===== src/rtl/spi_cmd_sequencer.sv =====
// spi_cmd_sequencer: host-side SPI master (mode 0) that drains a small command
// FIFO into an SPI target. Each transfer is one CS-low frame of WORD_W bits.
// A frame starts only when the target raises BUFFER_DTR. The word clocked in
// on CIPO during the frame is returned on rsp_data with a one-cycle rsp_valid.
module spi_cmd_sequencer #(
    parameter int WORD_W     = 64,
    parameter int CLK_DIV    = 4,
    parameter int FIFO_DEPTH = 4,
    parameter int CS_GAP     = 8
) (
    input  logic              CLK,
    input  logic              reset,
    input  logic [WORD_W-1:0] cmd_data,
    input  logic              cmd_valid,
    output logic              cmd_ready,
    output logic [WORD_W-1:0] rsp_data,
    output logic              rsp_valid,
    input  logic              BUFFER_DTR,
    output logic              SCK,
    output logic              CS,
    output logic              COPI,
    input  logic              CIPO,
    output logic              busy,
    output logic [15:0]       words_sent
);

    localparam int PTR_W  = (FIFO_DEPTH > 1) ? $clog2(FIFO_DEPTH) : 1;
    localparam int FCNT_W = PTR_W + 1;
    localparam int BIT_W  = (WORD_W > 1) ? $clog2(WORD_W) : 1;
    localparam int CNT_W  = 16;
    // CS stays high through GAP, then one IDLE cycle and one WAIT_DTR cycle.
    // GAP is shortened by one so that a back-to-back gap is CS_GAP+1 cycles.
    localparam int GAP_LEN = (CS_GAP > 1) ? CS_GAP - 1 : 1;

    localparam logic [PTR_W-1:0]  LAST_PTR   = PTR_W'(FIFO_DEPTH - 1);
    localparam logic [FCNT_W-1:0] FULL_COUNT = FCNT_W'(FIFO_DEPTH);
    localparam logic [CNT_W-1:0]  DIV_LAST   = CNT_W'(CLK_DIV - 1);
    localparam logic [CNT_W-1:0]  GAP_LAST   = CNT_W'(GAP_LEN - 1);
    localparam logic [BIT_W-1:0]  BIT_LAST   = BIT_W'(WORD_W - 1);

    typedef enum logic [2:0] {
        IDLE,
        WAIT_DTR,
        SETUP,
        SHIFT_HI,
        SHIFT_LO,
        HOLD,
        GAP
    } state_t;

    // ------------------------------------------------------------------
    // Command FIFO
    // ------------------------------------------------------------------
    logic [WORD_W-1:0] fifo_mem [FIFO_DEPTH];
    logic [PTR_W-1:0]  wr_ptr;
    logic [PTR_W-1:0]  rd_ptr;
    logic [FCNT_W-1:0] fifo_count;
    logic              fifo_full;
    logic              fifo_empty;
    logic              push;
    logic              pop;

    assign fifo_full  = (fifo_count == FULL_COUNT);
    assign fifo_empty = (fifo_count == '0);
    assign cmd_ready  = !fifo_full;
    assign push       = cmd_valid && cmd_ready;

    // FIFO storage: written on an accepted push, no reset needed
    always_ff @(posedge CLK) begin
        if (push) begin
            fifo_mem[wr_ptr] <= cmd_data;
        end
    end

    // FIFO pointers and occupancy; reset empties the FIFO
    always_ff @(posedge CLK) begin
        if (reset) begin
            wr_ptr     <= '0;
            rd_ptr     <= '0;
            fifo_count <= '0;
        end else begin
            if (push) begin
                wr_ptr <= (wr_ptr == LAST_PTR) ? '0 : wr_ptr + PTR_W'(1);
            end
            if (pop) begin
                rd_ptr <= (rd_ptr == LAST_PTR) ? '0 : rd_ptr + PTR_W'(1);
            end
            case ({push, pop})
                2'b10:   fifo_count <= fifo_count + FCNT_W'(1);
                2'b01:   fifo_count <= fifo_count - FCNT_W'(1);
                default: fifo_count <= fifo_count;
            endcase
        end
    end

    // ------------------------------------------------------------------
    // BUFFER_DTR synchroniser
    // ------------------------------------------------------------------
    logic dtr_meta;
    logic dtr_s;

    // Two-flop synchroniser for the asynchronous target-ready flag
    always_ff @(posedge CLK) begin
        if (reset) begin
            dtr_meta <= 1'b0;
            dtr_s    <= 1'b0;
        end else begin
            dtr_meta <= BUFFER_DTR;
            dtr_s    <= dtr_meta;
        end
    end

    // ------------------------------------------------------------------
    // Frame sequencer
    // ------------------------------------------------------------------
    state_t            state;
    state_t            state_next;
    logic [CNT_W-1:0]  cnt;
    logic [CNT_W-1:0]  cnt_next;
    logic [BIT_W-1:0]  bit_cnt;
    logic [BIT_W-1:0]  bit_next;
    logic              cs_q;
    logic              cs_next;
    logic              sck_q;
    logic              sck_next;
    logic              copi_q;
    logic              copi_next;
    logic              load_tx;
    logic              shift_tx;
    logic              capture_rx;
    logic              frame_done;
    logic [WORD_W-1:0] tx_reg;
    logic [WORD_W-1:0] rx_reg;

    // State and pin registers; reset aborts any frame in progress
    always_ff @(posedge CLK) begin
        if (reset) begin
            state   <= IDLE;
            cnt     <= '0;
            bit_cnt <= '0;
            cs_q    <= 1'b1;
            sck_q   <= 1'b0;
            copi_q  <= 1'b0;
        end else begin
            state   <= state_next;
            cnt     <= cnt_next;
            bit_cnt <= bit_next;
            cs_q    <= cs_next;
            sck_q   <= sck_next;
            copi_q  <= copi_next;
        end
    end

    // Next-state logic: each phase lasts CLK_DIV cycles, pins change on phase entry
    always_comb begin
        state_next = state;
        cnt_next   = cnt;
        bit_next   = bit_cnt;
        cs_next    = cs_q;
        sck_next   = sck_q;
        copi_next  = copi_q;
        pop        = 1'b0;
        load_tx    = 1'b0;
        shift_tx   = 1'b0;
        capture_rx = 1'b0;
        frame_done = 1'b0;

        case (state)
            IDLE: begin
                cnt_next = '0;
                if (!fifo_empty) begin
                    state_next = WAIT_DTR;
                end
            end

            WAIT_DTR: begin
                if (dtr_s && !fifo_empty) begin
                    pop        = 1'b1;
                    load_tx    = 1'b1;
                    cs_next    = 1'b0;
                    sck_next   = 1'b0;
                    copi_next  = fifo_mem[rd_ptr][WORD_W-1];
                    cnt_next   = '0;
                    bit_next   = '0;
                    state_next = SETUP;
                end
            end

            SETUP: begin
                if (cnt == DIV_LAST) begin
                    cnt_next   = '0;
                    sck_next   = 1'b1;
                    state_next = SHIFT_HI;
                end else begin
                    cnt_next = cnt + CNT_W'(1);
                end
            end

            SHIFT_HI: begin
                capture_rx = (cnt == '0);
                if (cnt == DIV_LAST) begin
                    cnt_next   = '0;
                    sck_next   = 1'b0;
                    state_next = SHIFT_LO;
                    if (bit_cnt != BIT_LAST) begin
                        shift_tx  = 1'b1;
                        copi_next = tx_reg[WORD_W-2];
                    end
                end else begin
                    cnt_next = cnt + CNT_W'(1);
                end
            end

            SHIFT_LO: begin
                if (cnt == DIV_LAST) begin
                    cnt_next = '0;
                    if (bit_cnt == BIT_LAST) begin
                        state_next = HOLD;
                    end else begin
                        bit_next   = bit_cnt + BIT_W'(1);
                        sck_next   = 1'b1;
                        state_next = SHIFT_HI;
                    end
                end else begin
                    cnt_next = cnt + CNT_W'(1);
                end
            end

            HOLD: begin
                if (cnt == DIV_LAST) begin
                    cnt_next   = '0;
                    cs_next    = 1'b1;
                    frame_done = 1'b1;
                    state_next = GAP;
                end else begin
                    cnt_next = cnt + CNT_W'(1);
                end
            end

            GAP: begin
                if (cnt == GAP_LAST) begin
                    cnt_next   = '0;
                    state_next = IDLE;
                end else begin
                    cnt_next = cnt + CNT_W'(1);
                end
            end

            default: begin
                state_next = IDLE;
                cnt_next   = '0;
            end
        endcase
    end

    // Transmit shifter: the outgoing bit always sits in the MSB
    always_ff @(posedge CLK) begin
        if (reset) begin
            tx_reg <= '0;
        end else if (load_tx) begin
            tx_reg <= fifo_mem[rd_ptr];
        end else if (shift_tx) begin
            tx_reg <= {tx_reg[WORD_W-2:0], 1'b0};
        end
    end

    // Receive shifter: CIPO enters at the LSB once per SCK high phase
    always_ff @(posedge CLK) begin
        if (reset) begin
            rx_reg <= '0;
        end else if (capture_rx) begin
            rx_reg <= {rx_reg[WORD_W-2:0], CIPO};
        end
    end

    // Response publication and frame counter, updated when a frame completes
    always_ff @(posedge CLK) begin
        if (reset) begin
            rsp_data   <= '0;
            rsp_valid  <= 1'b0;
            words_sent <= '0;
        end else begin
            rsp_valid <= frame_done;
            if (frame_done) begin
                rsp_data   <= rx_reg;
                words_sent <= words_sent + 16'd1;
            end
        end
    end

    assign busy = (state != IDLE);
    assign CS   = cs_q;
    assign SCK  = sck_q;
    assign COPI = copi_q;

endmodule

===== config.mk =====
export PLATFORM = sky130hd
export DESIGN_NAME = spi_cmd_sequencer
export DESIGN_NICKNAME = d
export VERILOG_FILES = /design/src/rtl/spi_cmd_sequencer.sv
export SDC_FILE = /design/constraint.sdc
export NUM_CORES = 1
export LEC_CHECK = 0
export CAP_MARGIN = 20
export CORE_ASPECT_RATIO = 1.75
export CORE_MARGIN = 1
export CORE_UTILIZATION = 55
export CTS_CLUSTER_DIAMETER = 120
export DETAILED_ROUTE_END_ITERATION = 12
export PLACE_DENSITY_LB_ADDON = 0.12
export SYNTH_ARGS = -nofsm -noshare
export SYNTH_HDL_FRONTEND = slang
export SYNTH_SLANG_ARGS = --single-unit

===== constraint.sdc =====
create_clock -name CLK -period 4.2 [get_ports CLK]
set_input_delay 0.84 -clock CLK [delete_from_list [all_inputs] [get_ports CLK]]
set_output_delay 0.84 -clock CLK [all_outputs]
set_load 0.005 [all_outputs]

**Word-level counts from Yosys, hierarchy flattened**

Memories as Yosys holds them, arrays and structs flattened. A register that Yosys moved wholly into a read port is not among the register bits.
Index checks and enable logic that the tools add are counted.

- Register bits: 245
- Memory bits (writable): 256
- Output and inout bits: 86
- Logic and storage cells: 113
- Memories kept: 1

Memories:

| memory | depth | bits a word | read ports | clocked after memory_dff | write ports | line | RTL |
|---|---|---|---|---|---|---|---|
| fifo_mem | 4 | 64 | 1 | 1 | 1 | 54 | `logic [WORD_W-1:0] fifo_mem [FIFO_DEPTH];` |

- Add/subtract/negate cells: 7
- Eq/ne operators: 24
- Muxes and demuxes: 45
- Reductions and logical operators: 20

Operators by type and width:

| cell | number |
|---|---|
| 63-bit 2-to-1 mux | 2 |
| 16-bit 2-to-1 mux | 3 |
| 16-bit one-hot mux with 3 select lines | 1 |
| 16-bit by 1-bit adder with 16-bit output (second input constant) | 2 |
| 3-bit 2-to-1 mux | 8 |
| 3-bit one-hot mux with 7 select lines | 1 |
| 1-bit 2-to-1 mux | 18 |
| 6-bit 2-to-1 mux | 3 |
| 2-bit inequality test (second input constant) | 9 |
| 16-bit by 2-bit == test with 1-bit output (second input constant) | 1 |
| 16-bit by 3-bit == test with 1-bit output (second input constant) | 1 |
| 16-bit zero test | 1 |
| 3-bit == test (second input constant) | 4 |
| 6-bit one-hot mux with 2 select lines | 1 |
| 2-bit nonzero test | 5 |
| 2-bit 2-to-1 mux | 4 |
| 4-bit AND reduction | 2 |
| 7-bit AND reduction | 1 |
| 6-bit by 1-bit adder with 6-bit output (second input constant) | 1 |
| 2-bit == test (second input constant) | 3 |
| 3-bit by 2-bit == test with 1-bit output (second input constant) | 2 |
| 6-bit == test (second input constant) | 1 |
| 3-bit zero test | 2 |
| 6-bit inequality test (second input constant) | 1 |
| 15 further kinds | 19 |

**Logic depth before layout (Yosys ltp)**

Gate-level depths: netlist of the first run.

- Depth after elaboration: 7
- Depth in mapped cells: 10

**Worst setup path before layout of the first run**

OpenSTA, ideal clock, no wires.

- Path kind: input to register
- Start: input cmd_valid
- End: memory fifo_mem[0][0] (enable)
- Library setup time: 429 ps
- Arrival time: 2,385 ps
- Required time: 3,771 ps
- Slack: 1,386 ps
- Stages: 1
- Buffers on the path: 0
- Cell sequence: and3_1

- Cells in the longest elaborated chain, start to end: 3

Ends and longest elaborated chain:

| element | line | RTL |
|---|---|---|
| from (decl) | 14 | `input logic cmd_valid,` |
| 1-bit logical AND | 66 | `assign push = cmd_valid && cmd_ready;` |
| 1-bit 2-to-1 mux | 70 | `if (push) begin` |
| 1-bit 2-to-1 mux (not written as such) | 71 | `fifo_mem[wr_ptr] <= cmd_data;` |
| to (decl) | 54 |  |

Every way passes these cells.

**Final worst setup path of the first run**

- Start: register state[2]
- End: output busy

- Cells in the longest elaborated chain, start to end: 1

Ends and longest elaborated chain:

| element | line | RTL |
|---|---|---|
| from (decl) | 116 | `state_t state;` |
| from (signal assigned) | 145 | `state <= state_next;` |
| 3-bit nonzero test | 291 | `assign busy = (state != IDLE);` |
| to (decl) | 23 | `output logic busy,` |

Every way passes these cells.

==> metrics, run 1 <==
share of layout cells above drive strength 1=10.5%; GRT busiest layer=met2; worst-path cell chain=inv_1 -> nand2_1 -> clkdlybuf4s50_1; global-route wire length before repair=62300 µm; Async SR Flop Fraction=0%; top cell type's share of synthesized area=40.2%; endpoints failing setup=0; pwr dens=445 nW/µm²; # H-tree levels=2; met3 GRT Util=3.25%; Hold Buf Count CTS=0; Hold Violations, Final=0; Synth area leader=edfxtp_1; Post-Syn Instances=around 1600; synthesized area=19100 µm²; maximum clock path buffer count=3; initial drt markers=just under 800; met1 global-route usage=26.2%; row cnt=90; core area=34300 µm²; largest net degree at the start of global routing=between 90 and 100; Residual DRC=0; Slew Limit Fails=0; Worst-path clk slew=0.06 ns; Synth Area in Simple Gates=between 10% and 20%; FMAX=approximately 330 MHz; crit path DAT=roughly 2.2 ns; final instance area=22600 µm²; prevailing post-synth register cell=edfxtp_1; Worst path slowest cell=dfxtp_1; Synth Area in Adders=1.02%; Slew HR=about 34%; vias in the first global route=between 10000 and 15000; Worst R2R Path Depth=6; Initial Util=a little under three fifths; post-DP HPWL=23500 µm; Post-Synth XOR/XNOR Area=1.24%; crit-path max FO=16; Slew @ Worst Pin=~0.99 ns; Congestion Overflow GR=0; Critical Path Sink Type=output pin; Avg Vias per Cell=about 5.6; post-synth cell types=60; met2 GRT Util=roughly two fifths; Die Y=249 µm; portion of netlist area occupied by mux cells=7.65%; Synth top cells by count=412 x nand2_1, 256 x edfxtp_1, 247 x dfxtp_1, 149 x a21oi_1, 103 x nor2_1; RSZ-0062 raised after global routing=no; CTS tree=done; register bit total from synthesis=around 500; port bufs=154; Clock Skews=just over 0.02 ns; Synth Area in Compound Gates=approximately 8.3%; Avg WL per Cell=between 15 and 20 µm; Total Wirelength=38000 µm; syn nets=1667; post-synthesis sequential area ratio=between 60% and 70%; Post-CTS Setup Inserts=0; WP data required=around 3.4 ns; crit-path max cell delay=about 0.65 ns; minimum clock period=~3 ns; CTS Buf Count=45; Setup crit start kind=flop; Worst Hold Path Cells=2; largest family of logic cells by synthesized area=simple AND/OR/NAND/NOR gates; Leak=0.00700 µW; via count=~12000; final non-filler cell total=2193; gp weighted congestion=approximately 0.86; largest cells by area after synthesis=edfxtp_1 40%, dfxtp_1 26%, nand2_1 8.1%; CP top delay family=buffers and inverters; outcome=complete, no violations; width of the die=~140 µm; YS warnings=0; P&R area growth vs syn=18.2%; dpl cell area=around 21000 µm²; crit path buf inv count=2; IO Count=roughly 160; post-CTS sizing=0; clk sink count=503; # placed instances=approximately 2100; maxcap violations=0; ANT cells=0; count leader, synth=nand2_1; total track usage=around 22%; CTS Root Cell=clkbuf_16; Design Power=approximately 10000 µW; Hold Path Class=flop to flop; # fillers=between 2000 and 3000; nets@finish=~1800; Routed Antenna Nets=0; Hold WS=about 0.45 ns; setup TNS=0 ns; Final period util=between 70 and 80%; router iterations before antenna repair=6; average cell area after synthesis=between 10 and 15 µm²; die area=35500 µm²; antenna violations before repair=0; critical path class=flop to output pin; Worst-Skew Late Latency=about 0.56 ns; max reg flops=roughly 260; WP depth=3; maximum resistive drop on vdd=419 µV; number of synthesized flops with an enable pin=~260
[path summary, 6_finish.rpt]
path,startpoint,endpoint,slack (ns)
worst max-delay path,state[2],busy,1.17
worst max register to register,cnt[6],tx_reg[10],1.17
worst min-delay path,rsp_data[8],rsp_data[8],0.45
worst min register to register,rsp_data[8],rsp_data[8],0.45
[power breakdown]
group | leakage [µW] | internal (µW) | switching, µW | total [µW]
clock | 0.000731 | 2330 | 1750 | 4080
combinational | 0.00193 | 245 | 343 | 588
sequential | 0.00434 | 5310 | 72.9 | 5380
[worst min-delay path, stage by stage (launching register included)]
cell and delay [ns]:
dfxtp_1 0.30, nand2_1 0.05, a21oi_1 0.05
[cell type report]
cell class              instances  area [µm²]  area share [%]
repair buffers                175        1800            7.97
clock buffers                  58        1270            5.61
clock inverters                19         213           0.941
multi-input cells             962        6040            26.7
well taps                     460         576            2.55
inverters                      16        60.1           0.266
flip-flops and latches        503       12600            55.9
[cells in the final DEF, fill, tap and decap left out, types with 6 or more instances in the layout]
cell type,n
nand2_1,411
edfxtp_1,256
dfxtp_1,245
clkdlybuf4s50_1,153
a21oi_1,149
nor2_1,102
mux4_2,64
a311oi_1,63
clkbuf_16,47
nand3_1,16
inv_1,15
xor2_1,14
ha_1,14
xnor2_1,13
buf_4,13
nor4_1,10
or3_1,8
nor3_1,8
buf_12,8
nand4_1,7
o21ai_0,7
or4_1,6
clkbuf_1,6
[metal layers]
metal / share of wire (%) / vias up
met5: 0 / -
met4: 4.6 / 0
met3: 4.1 / 93
met2: 52 / 276
met1: 40 / 5976
li1: - / 5922
[logic make-up (layout without fill, tap and decap cells)]
group,Yosys count,count (layout)
DFF,503,503
adders and majority gates,15,15
muxes,66,66
xor gates and xnor gates,27,27
AOI/OAI and AO/OA,251,251
buffers and inverters,118,268
and+or+nand+nor,603,603
[through the flow]
stage	worst slack, ns	utilization [%]
2_1_floorplan	1.39	-
3_3_place_gp	1.34	61.5
3_5_place_dp	1.29	61.5
4_1_cts	1.16	65.8
5_1_grt	1.06	65.8
6_report	1.17	65.8
Note: power is estimated with default switching activity, not from simulation.
==> run 2: changes to the inputs <==
CORE_UTILIZATION = 52   (was 55)
clock period = 2.6 ns   (was 4.2 ns; I/O delays follow)
==> run 2 against run 1 <==
Against the previous run: non-clock buffer count increased by 18; first-iteration DRC count decreased by 25%; wire length decreased by 0.33%; sequential power increased by 61%; core utilization decreased by 2.5 points; worst setup slack got worse by 0.96 ns; clock-buffer cell count increased by 2.
==> metrics, run 2 (same netlist as run 1, synthesis figures left out) <==
outcome=complete, no violations; port bufs=154 (unchanged); Avg Vias per Cell=5.51 (-1.6%); router iterations before antenna repair=7 (+1); Slew Limit Fails=0 (unchanged); Die Y=256 µm (+2.8%); core area=36100 µm² (+5.2%); Setup crit start kind=flop; antenna violations before repair=1 (+1); ANT cells=0 (unchanged); CTS tree=done; final non-filler cell total=2226 (+1.5%); # H-tree levels=2 (unchanged); RSZ-0062 raised after global routing=no; crit path DAT=1.87 ns (-0.32 ns); Slew HR=49.2% (+15 points); Residual DRC=0 (unchanged); CTS Buf Count=44 (-2.2%); row cnt=92 (+2.2%); maximum clock path buffer count=3 (unchanged); # placed instances=2143 (+1.3%); FF-to-FF Start=cnt[1]; width of the die=147 µm (+2.8%); share of layout cells above drive strength 1=11.6% (+1.1 points); # fillers=2894 (+9.5%); Worst-Skew Late Latency=0.55 ns (about the same); post-CTS sizing=0 (unchanged); maxcap violations=0 (unchanged); via count=12255 (-0.098%); pwr dens=718 nW/µm² (+61%); most frequent cells in the layout=411 x nand2_1, 256 x edfxtp_1, 245 x dfxtp_1; largest net degree at the start of global routing=108 (+14%); minimum clock period=between 2 and 2.5 ns; total track usage=20.7% (-1.5 points); post-DP HPWL=22800 µm (-2.8%); Routed Antenna Nets=0 (unchanged); Util after Layout=63.3% (-2.5 points); clk sink count=503 (unchanged); Final period util=between 90% and 100%; Worst R2R Path Depth=6 (unchanged); maximum resistive drop on vdd=638 µV (+52%); crit-path max FO=15 (-1); capturing point of the worst reg2reg path=bit_cnt[5]; WP data required=2.08 ns (-1.28 ns); setup TNS=0 ns (unchanged); nets@finish=1804 (+0.95%); Hold Buf Count CTS=0 (unchanged); gp weighted congestion=0.807 (-5.9%); Hold Violations, Final=0 (unchanged); Leak=0.00716 µW (+2.3%); commonest non-fill, non-tap cell in the layout=nand2_1; Congestion Overflow GR=0 (unchanged); global-route wire length before repair=62900 µm (+0.99%); Initial Util=52.9% (-2.8 points); Hold WS=0.369 ns (-0.0770 ns); vias in the first global route=12563 (+1.4%); max reg flops=256 (unchanged); IO Count=155 (unchanged); Total Wirelength=37900 µm (-0.33%); R2R setup slack=0.24 ns (-0.93 ns); Critical Path Sink Type=output pin; Post-CTS Setup Inserts=0 (unchanged); Avg WL per Cell=17.0 µm (-1.8%); endpoints failing setup=0 (unchanged); critical path class=flop to output pin; Worst Hold Path Cells=2 (unchanged); Worst-path clk slew=0.06 ns (about the same); CTS Root Cell=clkbuf_16; Slew @ Worst Pin=0.762 ns (-0.232 ns); Clock Skews=0.0124 ns (-0.00812 ns); initial drt markers=585 (-25%); Hold Path End=tx_reg[0]; FMAX=roughly 420 MHz; hold wc startpoint=reset; P&R area growth vs syn=19.7%; Hold Path Class=primary input to flop; die area=37600 µm² (+5.7%)
-- run 2: changes by cell type in the layout (fill, tap and decap cells not counted), sizes merged --
cell	previous run	this run
clkinvlp	1	3
clkinv	11	14
inv	20	16
buf	22	39
bufinv	3	5
clkbuf	58	60
dlymetal6s2s	0	1
-- run 2: layer usage --
metal / routed length (µm) / track usage (%) / vias to the layer above
li1: - / - / 5968
met1: 14900 / 24.2 / 5972
met2: 20600 / 38.6 / 255
met3: 1480 / 2.92 / 58
met4: 885 / 6.82 / 2
met5: 11 / 0 / -
-- run 2: worst max-delay path by stage --
stage	from	endpoint	slack (ns)	depth (start not counted)
3_3_place_gp	cmd_valid	fifo_count[2]	0.19	8
4_1_cts	state[2]	busy	0.18	4
2_1_floorplan	state[0]	fifo_count[2]	0.15	10
3_5_place_dp	cmd_valid	fifo_count[2]	0.16	8
6_report	state[2]	busy	0.21	4
5_1_grt	cnt[1]	tx_reg[3]	0.02	8
-- run 2: power by group --
part	internal (µW)	switching [µW]
clock network	3950	2800
logic	439	591
registers	8570	76.2
total	13000	3470
-- run 2: metrics by stage --
step | power (µW) | cell area [µm²] | worst slack, ns
final | 16400 | 22900 | 0.205
after global routing | 17000 | 22900 | 0.0227
after CTS | 16700 | 22900 | 0.177
after detailed placement | 9870 | 21300 | 0.155
after global placement | 9840 | 21300 | 0.195
after floorplan | 9420 | 19100 | 0.152
-- run 2: area by class of cell --
class | count | area (µm²) | share of cell area (%)
Tap cell | 470 | 588 | 2.57
Clock inverter | 22 | 253 | 1.10
Multi-Input combinational cell | 962 | 6050 | 26.4
Timing Repair Buffer | 193 | 2030 | 8.86
Sequential cell | 503 | 12600 | 55.2
Clock buffer | 60 | 1270 | 5.56
Inverter | 16 | 60.1 | 0.262
-- run 2: worst max-delay path: stages (launching register included) --
cell and delay [ns]:
dfxtp_1 0.35, buf_4 0.20, inv_1 0.10, nand2_1 0.12, clkdlybuf4s50_1 0.55
